## src/rtl/pwm_duty_meter_pkg.sv

```systemverilog
// Shared definitions for the PWM duty meter: FSM states, duty width and
// divider iteration count.
package pwm_duty_meter_pkg;

    // Duty is reported on the same 0..255 scale as the LED PWM generator.
    localparam int unsigned DUTY_W    = 8;

    // One quotient bit per iteration of the fractional divider.
    localparam int unsigned DIV_ITERS = 8;

    typedef enum logic [1:0] {
        ST_IDLE = 2'd0,
        ST_HIGH = 2'd1,
        ST_LOW  = 2'd2
    } meter_state_t;

endpackage

```

## src/rtl/pwm_frac_div.sv

```systemverilog
// Restoring fractional divider: q = floor((num << DUTY_W) / den), one
// quotient bit per clock after a single load cycle. Saturates to all-ones
// when num >= den.
module pwm_frac_div
    import pwm_duty_meter_pkg::*;
#(
    parameter int unsigned CNT_W = 18
) (
    input  logic              clk,
    input  logic              rst_n,
    input  logic              start,
    input  logic [CNT_W-1:0]  num,
    input  logic [CNT_W-1:0]  den,
    output logic              busy,
    output logic              done,
    output logic [DUTY_W-1:0] q
);

    localparam int unsigned ITER_W = $clog2(DIV_ITERS);

    logic [CNT_W-1:0]  r_rem;
    logic [CNT_W-1:0]  r_den;
    logic [DUTY_W-1:0] r_q;
    logic [ITER_W-1:0] r_iter;
    logic              r_busy;
    logic              r_done;
    logic              r_sat;

    logic [CNT_W:0]    w_diff;
    logic              w_ge;
    logic [CNT_W-1:0]  w_rem_next;

    // One restoring step: doubled remainder minus divisor; the sign bit of
    // the difference decides the quotient bit (remainder < den keeps the
    // doubled value inside CNT_W+1 bits).
    always_comb begin
        w_diff     = {r_rem, 1'b0} - {1'b0, r_den};
        w_ge       = ~w_diff[CNT_W];
        w_rem_next = w_ge ? w_diff[CNT_W-1:0] : {r_rem[CNT_W-2:0], 1'b0};
    end

    // Load operands on start, then shift in one quotient bit per clock.
    always_ff @(posedge clk) begin
        if (!rst_n) begin
            r_rem  <= '0;
            r_den  <= '0;
            r_q    <= '0;
            r_iter <= '0;
            r_busy <= 1'b0;
            r_done <= 1'b0;
            r_sat  <= 1'b0;
        end else begin
            r_done <= 1'b0;
            if (start && !r_busy) begin
                r_busy <= 1'b1;
                r_rem  <= num;
                r_den  <= den;
                r_sat  <= (num >= den);
                r_q    <= '0;
                r_iter <= '0;
            end else if (r_busy) begin
                r_rem  <= w_rem_next;
                r_q    <= {r_q[DUTY_W-2:0], w_ge};
                r_iter <= r_iter + ITER_W'(1);
                if (r_iter == ITER_W'(DIV_ITERS - 1)) begin
                    r_busy <= 1'b0;
                    r_done <= 1'b1;
                end
            end
        end
    end

    assign busy = r_busy;
    assign done = r_done;
    assign q    = r_sat ? '1 : r_q;

endmodule

```

## src/rtl/pwm_duty_meter.sv

```systemverilog
// PWM duty meter: synchronises an asynchronous PWM input, measures period
// and high time in clk cycles, and reports duty on a 0..255 scale with a
// one-cycle valid pulse. Flags a stuck input (timeout) and dropped
// measurements (overrun).
module pwm_duty_meter
    import pwm_duty_meter_pkg::*;
#(
    parameter int unsigned CNT_W      = 18,
    parameter int unsigned MIN_PERIOD = 10
) (
    input  logic              clk,
    input  logic              rst_n,
    input  logic              pwm_in,
    output logic [DUTY_W-1:0] duty,
    output logic [CNT_W-1:0]  period,
    output logic              duty_valid,
    output logic              no_signal,
    output logic              overrun
);

    localparam logic [CNT_W-1:0] CNT_MAX = '1;

    // Input path
    logic              r_sync1;
    logic              r_sync2;
    logic              r_hist;
    logic              w_rise;
    logic              w_fall;

    // Measurement
    meter_state_t      r_state;
    meter_state_t      w_state_next;
    logic [CNT_W-1:0]  r_cnt;
    logic [CNT_W-1:0]  r_high;
    logic [CNT_W-1:0]  r_per_snap;
    logic              r_armed;
    logic              w_timeout;
    logic              w_period_ok;

    // FSM controls
    logic              w_cnt_restart;
    logic              w_latch_high;
    logic              w_div_start;
    logic              w_set_overrun;
    logic              w_timeout_fire;

    // Divider
    logic              w_div_busy;
    logic              w_div_done;
    logic [DUTY_W-1:0] w_div_q;

    // Output registers
    logic [DUTY_W-1:0] r_duty;
    logic [CNT_W-1:0]  r_period;
    logic              r_duty_valid;
    logic              r_no_signal;
    logic              r_overrun;

    // Two-flop synchroniser plus history flop. Left out of reset so that a
    // short reset while the pin is high cannot fabricate a rising edge.
    always_ff @(posedge clk) begin
        r_sync1 <= pwm_in;
        r_sync2 <= r_sync1;
        r_hist  <= r_sync2;
    end

    assign w_rise      = r_sync2 & ~r_hist;
    assign w_fall      = ~r_sync2 & r_hist;
    assign w_period_ok = (r_cnt >= CNT_W'(MIN_PERIOD));
    // A rise on the same cycle as the timeout is a normal period end.
    assign w_timeout   = r_armed & (r_cnt == CNT_MAX) & ~w_rise;

    // FSM state register.
    always_ff @(posedge clk) begin
        if (!rst_n) begin
            r_state <= ST_IDLE;
        end else begin
            r_state <= w_state_next;
        end
    end

    // FSM next-state and control strobes.
    always_comb begin
        w_state_next   = r_state;
        w_cnt_restart  = 1'b0;
        w_latch_high   = 1'b0;
        w_div_start    = 1'b0;
        w_set_overrun  = 1'b0;
        w_timeout_fire = 1'b0;
        case (r_state)
            ST_IDLE: begin
                if (w_rise) begin
                    w_cnt_restart = 1'b1;
                    w_state_next  = ST_HIGH;
                end else if (w_timeout) begin
                    w_timeout_fire = 1'b1;
                end
            end
            ST_HIGH: begin
                if (w_fall) begin
                    w_latch_high = 1'b1;
                    w_state_next = ST_LOW;
                end else if (w_timeout) begin
                    w_timeout_fire = 1'b1;
                    w_state_next   = ST_IDLE;
                end
            end
            ST_LOW: begin
                if (w_rise) begin
                    w_cnt_restart = 1'b1;
                    w_state_next  = ST_HIGH;
                    if (w_period_ok) begin
                        if (w_div_busy) begin
                            w_set_overrun = 1'b1;
                        end else begin
                            w_div_start = 1'b1;
                        end
                    end
                end else if (w_timeout) begin
                    w_timeout_fire = 1'b1;
                    w_state_next   = ST_IDLE;
                end
            end
            default: begin
                w_state_next = ST_IDLE;
            end
        endcase
    end

    // Free-running saturating counter; holds clocks elapsed since the last
    // detected rise (or reset), counting the restart cycle as 1.
    always_ff @(posedge clk) begin
        if (!rst_n) begin
            r_cnt <= CNT_W'(1);
        end else if (w_cnt_restart) begin
            r_cnt <= CNT_W'(1);
        end else if (r_cnt != CNT_MAX) begin
            r_cnt <= r_cnt + CNT_W'(1);
        end
    end

    // Timeout arming: one timeout per stuck episode, re-armed by any rise.
    always_ff @(posedge clk) begin
        if (!rst_n) begin
            r_armed <= 1'b1;
        end else if (w_rise) begin
            r_armed <= 1'b1;
        end else if (w_timeout_fire) begin
            r_armed <= 1'b0;
        end
    end

    // High-time latch on fall and period snapshot on divider start.
    always_ff @(posedge clk) begin
        if (!rst_n) begin
            r_high     <= '0;
            r_per_snap <= '0;
        end else begin
            if (w_latch_high) begin
                r_high <= r_cnt;
            end
            if (w_div_start) begin
                r_per_snap <= r_cnt;
            end
        end
    end

    pwm_frac_div #(
        .CNT_W (CNT_W)
    ) u_div (
        .clk   (clk),
        .rst_n (rst_n),
        .start (w_div_start),
        .num   (r_high),
        .den   (r_cnt),
        .busy  (w_div_busy),
        .done  (w_div_done),
        .q     (w_div_q)
    );

    // Output registers: divider result or timeout report, plus sticky overrun.
    always_ff @(posedge clk) begin
        if (!rst_n) begin
            r_duty       <= '0;
            r_period     <= '0;
            r_duty_valid <= 1'b0;
            r_no_signal  <= 1'b0;
            r_overrun    <= 1'b0;
        end else begin
            r_duty_valid <= 1'b0;
            if (w_div_done) begin
                r_duty       <= w_div_q;
                r_period     <= r_per_snap;
                r_duty_valid <= 1'b1;
                r_no_signal  <= 1'b0;
            end else if (w_timeout_fire) begin
                r_duty       <= {DUTY_W{r_sync2}};
                r_period     <= CNT_MAX;
                r_duty_valid <= 1'b1;
                r_no_signal  <= 1'b1;
            end
            if (w_set_overrun) begin
                r_overrun <= 1'b1;
            end
        end
    end

    assign duty       = r_duty;
    assign period     = r_period;
    assign duty_valid = r_duty_valid;
    assign no_signal  = r_no_signal;
    assign overrun    = r_overrun;

endmodule

```

## config.mk

```make
export PLATFORM = sky130hd
export DESIGN_NAME = pwm_duty_meter
export DESIGN_NICKNAME = d
export VERILOG_FILES = /design/src/rtl/pwm_duty_meter_pkg.sv /design/src/rtl/pwm_frac_div.sv /design/src/rtl/pwm_duty_meter.sv
export SDC_FILE = /design/constraint.sdc
export NUM_CORES = 1
export LEC_CHECK = 0
export CAP_MARGIN = 20
export CORE_ASPECT_RATIO = 2
export CORE_MARGIN = 4
export CORE_UTILIZATION = 55
export DETAILED_ROUTE_END_ITERATION = 6
export HOLD_SLACK_MARGIN = 0.02
export PLACE_DENSITY_LB_ADDON = 0.08
export SETUP_SLACK_MARGIN = 0.05
export SLEW_MARGIN = 15
export SYNTH_ARGS = -nofsm -noshare
export SYNTH_HDL_FRONTEND = slang
export SYNTH_SLANG_ARGS = --single-unit
```

## constraint.sdc

```tcl
create_clock -name clk -period 4.1 [get_ports clk]
set_input_delay 0.615 -clock clk [delete_from_list [all_inputs] [get_ports clk]]
set_output_delay 0.615 -clock clk [all_outputs]
set_load 0.02 [all_outputs]
```

==> key figures <==
Outcome
  • Status: completed

Hold path
  • Hold_sp: r_sync1$_DFF_P_
  • Hold crit path type: reg -> reg
  • Worst hold endpoint: r_sync2$_DFF_P_
  • Hold path cells: 0

Drt
  • Via/cell ratio: 5.76
  • Drt total wl: 16700 µm
  • DRT iter0 DRCs: 238
  • DRC Markers: 0
  • Routed Antenna Nets: 0
  • Routed via count: 5482
  • WL/cell: 17.5 µm
  • Drt pass-1 iters: 4

Yosys
  • Synth Register Bits: 139
  • Synthesized net count: 818
  • Synthesized netlist cell count: 775
  • Asr flop ratio synth: 0
  • Post-synth top flop: dfxtp_1
  • Syn. warnings: 0
  • Synth Area per Inst: 9.00 µm²
  • Post-Synthesis Cell Area: 0.00697 mm²
  • Synth unique cells: 68
  • Post-synthesis sequential area ratio: 0.399
  • Number of flops mapped to enable cells by yosys: 0

Placement
  • Buffers on Ports: 31
  • DP Cell Count: 921
  • Gpl congestion: 0.879
  • Placed Area: 0.00731 mm²
  • Hpwl dp: 12300 µm

Floorplanning
  • Initial Utilization: 0.559
  • Placeable core area: 0.0125 mm²
  • Die ar.: 0.0147 mm²
  • I/O pins: 32
  • Die Wd: 87.6 µm
  • Die H: 167 µm
  • Site row count: 58

CTS
  • Reg clk slew, reported paths: 0.06 ns
  • Worst-skew pair later-pin latency: 0.42 ns
  • Post-CTS Setup Inserts: 0
  • CTS tree: built
  • Clock Sink Count: 139
  • Clk root buf: clkbuf_16
  • Hold buffer count at cts: 0
  • Clock Path Buffers: 2
  • Cts bufs inserted: 17
  • H-tree Lvls: 4
  • Post_cts resized: 0

Final layout
  • Final instance area: 0.00798 mm²
  • Most common cell after layout, fill and taps aside: dfxtp_1
  • Most frequent cells in the layout: 139 x dfxtp_1, 113 x nand2_1, 59 x a21boi_0, 53 x nor2_1, 43 x inv_1
  • Nets: 833
  • ANT cells: 0
  • Post-Layout Cell Count: 952
  • Synthesis-to-finish area growth: 14.4%
  • Filler cells: 1080
  • Share of layout cells above drive strength 1: 0.0898

STA
  • Worst slew pin tran: 0.804 ns
  • Hold Vio Cnt, Final: 0
  • Period utilization: 0.818
  • Setup TNS: 0 ns
  • Fmax: 0.298 GHz
  • Slew margin rel.: 0.462
  • Minimum clock period: 3.35 ns
  • Slew Limit Fails: 0
  • RSZ-0062 raised after global routing: no
  • # setup viols final: 0
  • Worst-case clock skew: 0.00768 ns

Critical path
  • WP buf/inv: 2
  • Crit-path max FO: 15
  • Cell family with most CP delay: compound AO/OA/AOI/OAI gates
  • Capture point of the worst reg-to-reg path: u_div.r_rem[5]$_SDFFE_PN0P_
  • R2R Setup Slk: 0.75 ns
  • CP max stage cell: a311oi_4
  • Critical path class: reg -> reg
  • Worst r2r path cells: 10
  • CP Cell Sequence: inv_1 > fa_1 > a211oi_2 > o21bai_2 > a211oi_4 > a211oi_1 > a311oi_4 > buf_4 > mux2i_1 > o22ai_1
  • WP data arrival: 3.64 ns
  • Worst R2R Start: u_div.r_den[0]$_SDFFE_PN0P_
  • Critical path endpoint category: register
  • Worst path depth: 10
  • CP peak stage delay: 0.70 ns
  • Critical Path Start Type: register
  • CP Data Required Time: 4.38 ns

Global route
  • Vias in the first global route: 5641
  • Grt total ovfl: 0
  • Wire length of the first global-routing pass: 27900 µm
  • Antenna violations before repair: 0
  • GRT Total Usage: 0.239
  • Pin count of the biggest net entering global routing: 43

Power
  • Overall Power: 3.18 mW
  • PD cells: 399 mW/mm²
  • Leakage: 3.21 nW
  • VDD IR-drop max: 0.304 mV

Job
  • Max cap viols: 0
worst reg2reg max path: stages (launching register included):
cell	delay [ns]
dfxtp_1	0.38
inv_1	0.08
fa_1	0.49
a211oi_2	0.24
o21bai_2	0.15
a211oi_4	0.33
a211oi_1	0.16
a311oi_4	0.70
buf_4	0.33
mux2i_1	0.25
o22ai_1	0.11
worst max-delay path by stage:
| stage | from | slack [ns] | endpoint |
|---|---|---|---|
| 2_1_floorplan | u_div.r_den[0]$_SDFFE_PN0P_ | 1.48 | u_div.r_rem[14]$_SDFFE_PN0P_ |
| 3_3_place_gp | u_div.r_den[0]$_SDFFE_PN0P_ | 0.91 | u_div.r_rem[2]$_SDFFE_PN0P_ |
| 3_5_place_dp | u_div.r_den[0]$_SDFFE_PN0P_ | 0.79 | u_div.r_rem[1]$_SDFFE_PN0P_ |
| 4_1_cts | u_div.r_den[0]$_SDFFE_PN0P_ | 0.73 | u_div.r_rem[5]$_SDFFE_PN0P_ |
| 5_1_grt | u_div.r_den[0]$_SDFFE_PN0P_ | 0.60 | u_div.r_rem[5]$_SDFFE_PN0P_ |
| 6_report | u_div.r_den[0]$_SDFFE_PN0P_ | 0.75 | u_div.r_rem[5]$_SDFFE_PN0P_ |
registers in the layout, summed over array words and instances (netlist names), 2 cells and up:
register,cells
u_div.r_rem,18
r_per_snap,18
duty,8
r_cnt,18
u_div.r_den,18
u_div.r_q,8
r_high,18
period,18
r_state,2
u_div.r_iter,3
cell families after synthesis:
logic type,Yosys count,synth area share
adder cells (fa/ha/maj),40,0.0728
buffers and inverters,89,0.0585
XOR/XNOR,29,0.0364
multiplexers,40,0.0585
flip-flops,139,0.399
AO/OA/AOI/OAI,183,0.201
AND/OR/NAND/NOR,255,0.174
layout make-up:
type / count / area [µm²] / area share
Multi-Input combinational cell: 547 / 3790 / 0.475
Sequential cell: 139 / 2780 / 0.349
Tap cell: 150 / 188 / 0.0235
Clock inverter: 10 / 214 / 0.0268
Timing Repair Buffer: 42 / 388 / 0.0486
Inverter: 43 / 161 / 0.0202
Clock buffer: 21 / 460 / 0.0577
through the flow:
stage / setup WS, ns / util / hold WS [ns]
after floorplan: 1.48 / - / 0.310
after global placement: 0.909 / 0.585 / 0.317
after detailed placement: 0.794 / 0.585 / 0.318
after CTS: 0.732 / 0.639 / 0.333
after global routing: 0.605 / 0.639 / 0.347
final: 0.745 / 0.639 / 0.328
synthesized netlist by cell type, drive strengths merged, types with 13 or more instances:
library cell	number	share of area
mux2i	34	0.049
nor2	53	0.029
xnor2	23	0.029
inv	43	0.023
dfxtp	139	0.40
o22ai	13	0.012
a21boi	59	0.064
o311a	18	0.026
a21oi	26	0.019
clkbuf	32	0.020
nand2b	26	0.023
ha	39	0.070
nand2	114	0.062
o21ai	16	0.011
buf	14	0.015
metal layers:
layer	wire length, µm	track usage	vias to the layer above
li1	-	-	2743
met1	6820	0.274	2615
met2	9130	0.426	90
met3	327	0.0374	34
met4	403	0.0995	0
met5	0	0	-
where the power goes:
group | switching, mW | internal [mW] | leakage [nW] | total [mW]
Sequential | 0.00996 | 1.36 | 1.12 | 1.37
Combinational | 0.0473 | 0.0309 | 1.76 | 0.0781
Clock | 0.564 | 1.17 | 0.324 | 1.74
Note: power is estimated with default switching activity, not from simulation.
